### src/rtl/branch_resolve_unit.sv
// Resolves EX-stage branches and jumps from the comparator flags, checks the result
// against the static prediction, and runs the redirect handshake and flush on a mispredict.
module branch_resolve_unit #(
  parameter int XLEN  = 32,
  parameter int CNT_W = 16
) (
  input  logic             clk,
  input  logic             rst_n,
  input  logic             br_valid_i,
  output logic             br_ready_o,
  input  logic [2:0]       funct3_i,
  input  logic             is_jal_i,
  input  logic             is_jalr_i,
  input  logic             lsr_i,
  input  logic             lsrU_i,
  input  logic             eql_i,
  input  logic [XLEN-1:0]  pc_i,
  input  logic [XLEN-1:0]  imm_i,
  input  logic [XLEN-1:0]  rs1_i,
  input  logic             pred_taken_i,
  output logic             taken_o,
  output logic             illegal_o,
  output logic             link_valid_o,
  output logic [XLEN-1:0]  link_o,
  output logic             redir_valid_o,
  input  logic             redir_ready_i,
  output logic [XLEN-1:0]  redir_pc_o,
  output logic             flush_o,
  output logic [CNT_W-1:0] br_count_o,
  output logic [CNT_W-1:0] mispred_count_o
);

  typedef enum logic [1:0] {S_IDLE, S_REDIRECT, S_FLUSH} state_t;

  state_t            state_q, state_d;
  logic              br_ready_q, br_ready_d;
  logic              taken_q, taken_d;
  logic              illegal_q, illegal_d;
  logic              link_valid_q, link_valid_d;
  logic [XLEN-1:0]   link_q, link_d;
  logic              redir_valid_q, redir_valid_d;
  logic [XLEN-1:0]   redir_pc_q, redir_pc_d;
  logic              flush_q, flush_d;
  logic [CNT_W-1:0]  br_cnt_q, br_cnt_d;
  logic [CNT_W-1:0]  mis_cnt_q, mis_cnt_d;

  logic              accept, is_cond, is_illegal, cond_taken, res_taken, mispred;
  logic [XLEN-1:0]   fall_pc, branch_tgt, jalr_sum, target, resolved_pc;

  always_comb begin
    accept     = br_valid_i & br_ready_q;
    is_cond    = ~is_jal_i & ~is_jalr_i;
    is_illegal = (is_jal_i & is_jalr_i) |
                 (is_cond & ((funct3_i == 3'b010) | (funct3_i == 3'b011)));

    case (funct3_i)
      3'b000:  cond_taken = eql_i;
      3'b001:  cond_taken = ~eql_i;
      3'b100:  cond_taken = lsr_i;
      3'b101:  cond_taken = ~lsr_i;
      3'b110:  cond_taken = lsrU_i;
      3'b111:  cond_taken = ~lsrU_i;
      default: cond_taken = 1'b0;
    endcase

    res_taken   = is_cond ? cond_taken : 1'b1;
    fall_pc     = pc_i + XLEN'(4);
    branch_tgt  = pc_i + imm_i;
    jalr_sum    = rs1_i + imm_i;
    target      = is_jalr_i ? {jalr_sum[XLEN-1:1], 1'b0} : branch_tgt;
    resolved_pc = res_taken ? target : fall_pc;
    // Fetch never predicts a JALR target, so every JALR redirects.
    mispred     = is_jalr_i | (is_jal_i & ~pred_taken_i) |
                  (is_cond & (cond_taken != pred_taken_i));
  end

  always_comb begin
    state_d       = state_q;
    taken_d       = taken_q;
    illegal_d     = 1'b0;
    link_valid_d  = 1'b0;
    link_d        = link_q;
    redir_valid_d = redir_valid_q;
    redir_pc_d    = redir_pc_q;
    flush_d       = 1'b0;
    br_cnt_d      = br_cnt_q;
    mis_cnt_d     = mis_cnt_q;

    case (state_q)
      S_IDLE: begin
        if (accept) begin
          if (is_illegal) begin
            illegal_d = 1'b1;
            taken_d   = 1'b0;
          end else begin
            taken_d  = res_taken;
            br_cnt_d = (br_cnt_q == {CNT_W{1'b1}}) ? br_cnt_q : br_cnt_q + CNT_W'(1);
            if (!is_cond) begin
              link_valid_d = 1'b1;
              link_d       = fall_pc;
            end
            if (mispred) begin
              mis_cnt_d     = (mis_cnt_q == {CNT_W{1'b1}}) ? mis_cnt_q : mis_cnt_q + CNT_W'(1);
              redir_valid_d = 1'b1;
              redir_pc_d    = resolved_pc;
              state_d       = S_REDIRECT;
            end
          end
        end
      end
      S_REDIRECT: begin
        if (redir_ready_i) begin
          redir_valid_d = 1'b0;
          flush_d       = 1'b1;
          state_d       = S_FLUSH;
        end
      end
      S_FLUSH: state_d = S_IDLE;
      default: state_d = S_IDLE;
    endcase

    br_ready_d = (state_d == S_IDLE);
  end

  always_ff @(posedge clk) begin
    if (!rst_n) begin
      state_q       <= S_IDLE;
      br_ready_q    <= 1'b1;
      taken_q       <= 1'b0;
      illegal_q     <= 1'b0;
      link_valid_q  <= 1'b0;
      link_q        <= '0;
      redir_valid_q <= 1'b0;
      redir_pc_q    <= '0;
      flush_q       <= 1'b0;
      br_cnt_q      <= '0;
      mis_cnt_q     <= '0;
    end else begin
      state_q       <= state_d;
      br_ready_q    <= br_ready_d;
      taken_q       <= taken_d;
      illegal_q     <= illegal_d;
      link_valid_q  <= link_valid_d;
      link_q        <= link_d;
      redir_valid_q <= redir_valid_d;
      redir_pc_q    <= redir_pc_d;
      flush_q       <= flush_d;
      br_cnt_q      <= br_cnt_d;
      mis_cnt_q     <= mis_cnt_d;
    end
  end

  assign br_ready_o      = br_ready_q;
  assign taken_o         = taken_q;
  assign illegal_o       = illegal_q;
  assign link_valid_o    = link_valid_q;
  assign link_o          = link_q;
  assign redir_valid_o   = redir_valid_q;
  assign redir_pc_o      = redir_pc_q;
  assign flush_o         = flush_q;
  assign br_count_o      = br_cnt_q;
  assign mispred_count_o = mis_cnt_q;

endmodule

### config.mk
export PLATFORM = sky130hd
export DESIGN_NAME = branch_resolve_unit
export DESIGN_NICKNAME = d
export VERILOG_FILES = /design/src/rtl/branch_resolve_unit.sv
export SDC_FILE = /design/constraint.sdc
export NUM_CORES = 1
export LEC_CHECK = 0
export CAP_MARGIN = 15
export CORE_MARGIN = 2
export CORE_UTILIZATION = 51
export DETAILED_ROUTE_END_ITERATION = 8
export PLACE_DENSITY = 0.83
export SYNTH_ARGS = -nofsm -noshare
export SYNTH_HDL_FRONTEND = slang
export SYNTH_SLANG_ARGS = --single-unit
### constraint.sdc
create_clock -name clk -period 3.7 [get_ports clk]
set_input_delay 0.74 -clock clk [delete_from_list [all_inputs] [get_ports clk]]
set_output_delay 0.74 -clock clk [all_outputs]
set_load 0.05 [all_outputs]
==> flow_metrics.env, run 1 <==
export IMPL_status="finished, final reports clean"
export IMPL_synth_edff_count=0
export IMPL_fin_skew_ns=0.00673
export IMPL_fmax_ghz=0.294
export IMPL_postSynthCellCount=1111
export IMPL_dp_hpwl_mm=21.9
export IMPL_synth_top_area_share_pct=24.4
export IMPL_vias_per_cell=5.99
export IMPL_routed_wl_mm=27.0
export IMPL_grt_pass1_wl_mm=42.8
export IMPL_synthesis_nets=1288
export IMPL_cts_root_buf="clkbuf_16"
export IMPL_syn_cell_area_um2=8520
export IMPL_hold_viol=0
export IMPL_setup_viol=0
export IMPL_utilization_pct=68.6
export IMPL_via_count=9254
export IMPL_cp_arrival_ns=3.69
export IMPL_drc_errors=0
export IMPL_ys_ff_latch=104
export IMPL_worst_slew_pin_slew_ns=0.772
export IMPL_antenna_found_initial=1
export IMPL_die_y_um=133
export IMPL_ir_drop_v=0.000252
export IMPL_nNetsFinal=1499
export IMPL_start_util_pct=51.7
export IMPL_slew_headroom_pct=48.5
export IMPL_drtAntennaViolNets=0
export IMPL_grt_pass1_vias=8380
export IMPL_crit_slowest_cell="clkdlybuf4s50_1"
export IMPL_drv_slew=0
export IMPL_power_total_w=0.00378
export IMPL_cts_sinks=104
export IMPL_grt_overflow=0
export IMPL_critPathMaxStageDelay_ns=0.54
export IMPL_cts_hold_buffers_added=0
export IMPL_fillers=1367
export IMPL_antenna_cells=0
export IMPL_hold_path_class="flop to flop"
export IMPL_finalCriticalPeriod_ns=3.40
export IMPL_fp_coreArea_um2=16500
export IMPL_synth_ff_type="dfxtp_1"
export IMPL_synth_commonest_cells="120 x nor2_1, 119 x nand2_1, 104 x dfxtp_1"
export IMPL_track_usage_pct=29.6
export IMPL_pin_count=211
export IMPL_port_buffers=210
export IMPL_ctsResizeCount=0
export IMPL_die_x_um=133
export IMPL_cts_tree="yes"
export IMPL_synthToLayoutAreaGrowth_pct=32.5
export IMPL_cp_cell_sequence="clkdlybuf4s50_1 > ha_1 > inv_1 > fa_1 > nand2b_1 > a21o_1 > a21oi_1 > buf_4 > o211ai_1 > a311oi_1 > buf_4 > nor3_1 > o21ai_0 > a32o_1"
export IMPL_crit_type="input port to flop"
export IMPL_worstPathMaxFanout=5
export IMPL_clk_path_buf_depth=2
export IMPL_maxCapViolations=0
export IMPL_cp_common_cell="buf_4"
export IMPL_synth_seq_area_share_pct=24.4
export IMPL_synth_area_per_cell_um2=7.67
export IMPL_postCtsSetupBuffers=0
export IMPL_end_kind="flop"
export IMPL_crit_path_start_kind="input port"
export IMPL_cts_buffers=9
export IMPL_drt_pass1_iterations=6
export IMPL_p_per_area_nw_per_um2=334
export IMPL_htree_levels=3
export IMPL_synth_top_area_cell="dfxtp_1"
export IMPL_setup_tns_final_ns=0
export IMPL_async_flop_share_pct=0
export IMPL_finalCritPeriodShare_pct=91.9
export IMPL_rsz0062_at_grt="no"
export IMPL_die_area_um2=17800
export IMPL_cp_data_required_time_ns=3.99
export IMPL_synth_distinct_cells=80
export IMPL_synth_warnings=0
export IMPL_layout_drive_gt1_share_pct=6.03
export IMPL_yosysMostFrequentCell="nor2_1"
export IMPL_p_leak_nw=4.37
export IMPL_wl_per_cell_um=17.5
export IMPL_clk_latency_ns=0.34
export IMPL_grt_max_degree=75
export IMPL_drtIter0Drc=972
export IMPL_ys_top_cells_by_area="dfxtp_1 24%, ha_1 9.7%, nor2_1 5.3%"
export IMPL_clk_pin_slew_ns=0.07
export IMPL_fp_row_count=47
export IMPL_globalplace_congestion=0.944
-- final cells by class --
cell class              instances  area (um^2)  area share [%]
clock inverters                 5         56.3           0.499
well taps                     220          275            2.44
flip-flops and latches        104         2080            18.4
repair buffers                249         2390            21.2
inverters                      30          113           0.997
multi-input cells             928         6140            54.4
clock buffers                  10          229            2.03
-- per-stage QoR --
step	setup WS (ns)	std cells	hold WS (ns)	area (um^2)
2_1_floorplan	0.784	1111	0.463	8520
3_3_place_gp	0.0661	1531	0.435	11000
3_5_place_dp	0.00666	1531	0.448	11000
4_1_cts	0.351	1546	0.461	11300
5_1_grt	0.151	1546	0.486	11300
6_report	0.300	1546	0.464	11300
-- kinds of logic (layout without fill, tap and decap cells) --
logic type | after synthesis | after routing | share of synthesized area, %
AOI/OAI and AO/OA | 332 | 332 | 26.4
xor gates and xnor gates | 95 | 95 | 9.77
adders and majority gates | 68 | 68 | 10.2
buffers and inverters | 79 | 294 | 3.67
DFF | 104 | 104 | 24.4
muxes | 15 | 15 | 1.79
and+or+nand+nor | 418 | 418 | 23.8
-- cells in the final DEF (no fill, tap or decap), types with 10 or more instances in the layout --
cell / synthesis / routed
a211oi_1: 43 / 43
a21o_1: 22 / 22
a21oi_1: 86 / 86
a31oi_1: 11 / 11
and2_1: 15 / 14
and3_1: 23 / 23
and4_1: 10 / 10
buf_4: 0 / 39
clkdlybuf4s50_1: 0 / 210
dfxtp_1: 104 / 104
ha_1: 66 / 66
inv_1: 30 / 29
mux2i_1: 13 / 13
nand2_1: 119 / 119
nand2b_1: 13 / 13
nand3_1: 31 / 31
nand4_1: 20 / 20
nor2_1: 120 / 120
nor2b_1: 12 / 12
nor3_1: 20 / 20
o211ai_1: 20 / 20
o21ai_0: 51 / 51
o21ai_1: 10 / 10
or3_1: 12 / 12
xnor2_1: 50 / 50
xor2_1: 45 / 45
-- power breakdown --
group	total (W)	switching [W]	internal, W	leakage (nW)
registers	0.00125	0.0000507	0.00120	0.848
clock network	0.000938	0.000416	0.000521	0.139
logic	0.00159	0.000959	0.000634	3.39
-- sequential cells by signal (all words and copies together) (netlist names) --
| signal | cells |
|---|---|
| illegal_o | 1 |
| link_o | 32 |
| taken_o | 1 |
| redir_valid_o | 1 |
| link_valid_o | 1 |
| br_count_o | 16 |
| br_ready_o | 1 |
| redir_pc_o | 32 |
| flush_o | 1 |
| state_q | 2 |
| mispred_count_o | 16 |
-- per-layer routing --
layer	vias to the layer above	global-route usage [%]	part of all wire [%]
li1	4505	-	-
met1	4226	42.7	45
met2	463	45.5	43
met3	60	4.30	9.1
met4	0	9.46	3.0
met5	-	0	0
-- final timing paths --
path	start	to	slack (ns)	cells past startpoint
max	imm_i[0]	redir_pc_o[26]$_SDFFE_PN0P_	0.30	14
max reg2reg	state_q[1]$_SDFF_PN0_	br_count_o[13]$_SDFFE_PN0P_	1.33	8
min	redir_pc_o[29]$_SDFFE_PN0P_	redir_pc_o[29]$_SDFFE_PN0P_	0.46	2
min reg2reg	redir_pc_o[29]$_SDFFE_PN0P_	redir_pc_o[29]$_SDFFE_PN0P_	0.46	2
-- worst max-delay path, delay by kind of cell --
family | cells | cell delay (ns)
simple gates | 2 | 0.23
fa+ha+maj | 2 | 0.62
buf+inv | 4 | 0.93
compound gates | 6 | 1.18
Note: power is estimated with default switching activity, not from simulation.
==> inputs of run 2 (changes only) <==
Settings changed: CAP_MARGIN 15 to default.
==> results of run 2 <==
The final DEF is identical to that of run 1; final timing and power are the same.
==> inputs of run 3 (changes only) <==
Settings changed: PLACE_DENSITY 0.83 to 0.9, SKIP_CTS_REPAIR_TIMING from default to 1, SLEW_MARGIN from default to 40.
==> run 3 against run 2 <==
  * Sequential cell count stayed put
  * Maximum frequency increased by 0.53%
  * Sequential share of layout area shrank 0.059 points
  * Clock-buffer cell count shrank 1
  * Critical endpoint is now redir_pc_o[14]$_SDFFE_PN0P_
  * Combinational power about the same
  * Global-route usage up 1.1 points
  * Critical path type unchanged
==> flow_metrics.env, run 3 (synthesized netlist as in run 1, its figures left out) <==
export IMPL_drtAntennaViolNets=0
export IMPL_p_leak_nw=4.39
export IMPL_fmax_ghz=0.296
export IMPL_drt_pass1_iterations=7
export IMPL_die_area_um2=17800
export IMPL_die_y_um=133
export IMPL_switchingPower_w=0.00146
export IMPL_fin_area_um2=11300
export IMPL_antenna_found_initial=0
export IMPL_port_buffers=210
export IMPL_stdcell_count=1552
export IMPL_cts_root_buf="clkbuf_16"
export IMPL_cts_tree="yes"
export IMPL_drc_errors=0
export IMPL_cts_sinks=104
export IMPL_start_util_pct=51.7
export IMPL_cts_buffers=9
export IMPL_end_kind="flop"
export IMPL_crit_path_start_kind="input port"
export IMPL_synthToLayoutAreaGrowth_pct=33.0
export IMPL_status="finished, final reports clean"
export IMPL_setup_tns_final_ns=0
export IMPL_drv_slew=0
export IMPL_track_usage_pct=30.7
export IMPL_drtIter0Drc=763
export IMPL_fp_row_count=47
export IMPL_cp_data_required_time_ns=3.93
export IMPL_finalCritPeriodShare_pct=91.4
export IMPL_placed_area_um2=11100
export IMPL_r2r_worst_path_cells=8
export IMPL_p_clk_share_pct=24.2
export IMPL_pin_count=211
export IMPL_clk_path_buf_depth=2
export IMPL_grt_max_degree=75
export IMPL_critPathMaxStageDelay_ns=0.52
export IMPL_maxCapViolations=0
export IMPL_nNetsFinal=1505
export IMPL_grt_pass1_vias=8741
export IMPL_vias_per_cell=6.08
export IMPL_finalCriticalPeriod_ns=3.38
export IMPL_p_per_area_nw_per_um2=332
export IMPL_holdWs_ns=0.465
export IMPL_setup_viol=0
export IMPL_dp_cells=1537
export IMPL_crit_slowest_cell="clkdlybuf4s50_1"
export IMPL_slew_headroom_pct=49.4
export IMPL_layout_drive_gt1_share_pct=6.53
export IMPL_seqPwrFrac_pct=33.1
export IMPL_final_cell_mix="210 x clkdlybuf4s50_1, 120 x nor2_1, 119 x nand2_1, 104 x dfxtp_1, 86 x a21oi_1"
export IMPL_grt_pass1_wl_mm=44.4
export IMPL_grt_overflow=0
export IMPL_htree_levels=3
export IMPL_clk_pin_slew_ns=0.08
export IMPL_routed_wl_mm=27.6
export IMPL_combinationalPowerShare_pct=42.7
export IMPL_internal_power_w=0.00230
export IMPL_swShare_pct=38.9
export IMPL_wl_per_cell_um=17.8
export IMPL_hold_path_class="flop to flop"
export IMPL_holdPathStages=2
export IMPL_cp_arrival_ns=3.62
export IMPL_fin_skew_ns=0.00832
export IMPL_hold_viol=0
export IMPL_worst_slew_pin_slew_ns=0.759
export IMPL_cp_cell_sequence="clkdlybuf4s50_1 > ha_1 > inv_1 > fa_1 > nand2b_1 > a21o_1 > a21oi_1 > buf_4 > o21ai_1 > xor2_1 > nor2_1 > a211o_1 > a32o_1"
export IMPL_die_x_um=133
export IMPL_final_common_cell="clkdlybuf4s50_1"
export IMPL_via_count=9433
export IMPL_power_total_w=0.00376
export IMPL_crit_type="input port to flop"
export IMPL_globalplace_congestion=0.955
export IMPL_regToRegSetupSlack_ns=1.32
export IMPL_dp_hpwl_mm=22.3
export IMPL_worstPathMaxFanout=3
export IMPL_fp_coreArea_um2=16500
export IMPL_rsz0062_at_grt="no"
export IMPL_antenna_cells=0
export IMPL_clk_latency_ns=0.34
export IMPL_ir_drop_v=0.000176
-- run 3: cell count changes in the layout (fill, tap and decap cells not counted) --
cell	previous run	this run
bufinv_16	1	0
clkinv_2	2	0
inv_6	1	4
clkbuf_1	1	0
buf_4	39	45
clkinv_4	0	1
-- run 3: path summary, 6_finish.rpt --
kind / end / start
min: link_o[0]$_SDFFE_PN0P_ / link_o[0]$_SDFFE_PN0P_
max reg2reg: br_count_o[13]$_SDFFE_PN0P_ / state_q[0]$_SDFF_PN0_
min reg2reg: link_o[0]$_SDFFE_PN0P_ / link_o[0]$_SDFFE_PN0P_
max: redir_pc_o[14]$_SDFFE_PN0P_ / imm_i[0]
-- run 3: routing by layer --
layer  vias up  part of all wire, %  global-route usage, %
li1       4512                    -                      -
met5         -                    0                      0
met2       486                   45                   49.3
met1      4356                   42                   42.2
met4         0                  3.0                   10.3
met3        79                  9.7                   4.76
-- run 3: power groups by stage --
stage	Sequential, W	Combinational (W)	Clock, W
finish	0.00125	0.00161	0.000909
global route	0.00125	0.00172	0.000960
CTS	0.00125	0.00158	0.000919
detailed placement	0.00127	0.00157	0
global placement	0.00127	0.00155	0
floorplan	0.00152	0.000763	0
-- run 3: area by class of cell --
class | instances | area, um^2
clock buffers | 9 | 225
clock inverters | 6 | 51.3
fillers | 1378 | 5140
inverters | 30 | 113
multi-input cells | 928 | 6140
flip-flops and latches | 104 | 2080
well taps | 220 | 275
repair buffers | 255 | 2440
-- run 3: stage by stage --
stage	utilization, %	setup slack, ns
after detailed placement	67.1	0.0289
after global placement	67.1	0.0418
final	68.8	0.318
after floorplan	-	0.784
after CTS	68.8	0.383
after global routing	68.8	0.159
-- run 3: critical path, delay by kind of cell --
kind | cells | cell delay, ns
xor+xnor | 1 | 0.15
buf+inv | 3 | 0.78
fa+ha+maj | 2 | 0.60
simple gates | 2 | 0.25
compound gates | 5 | 1.10
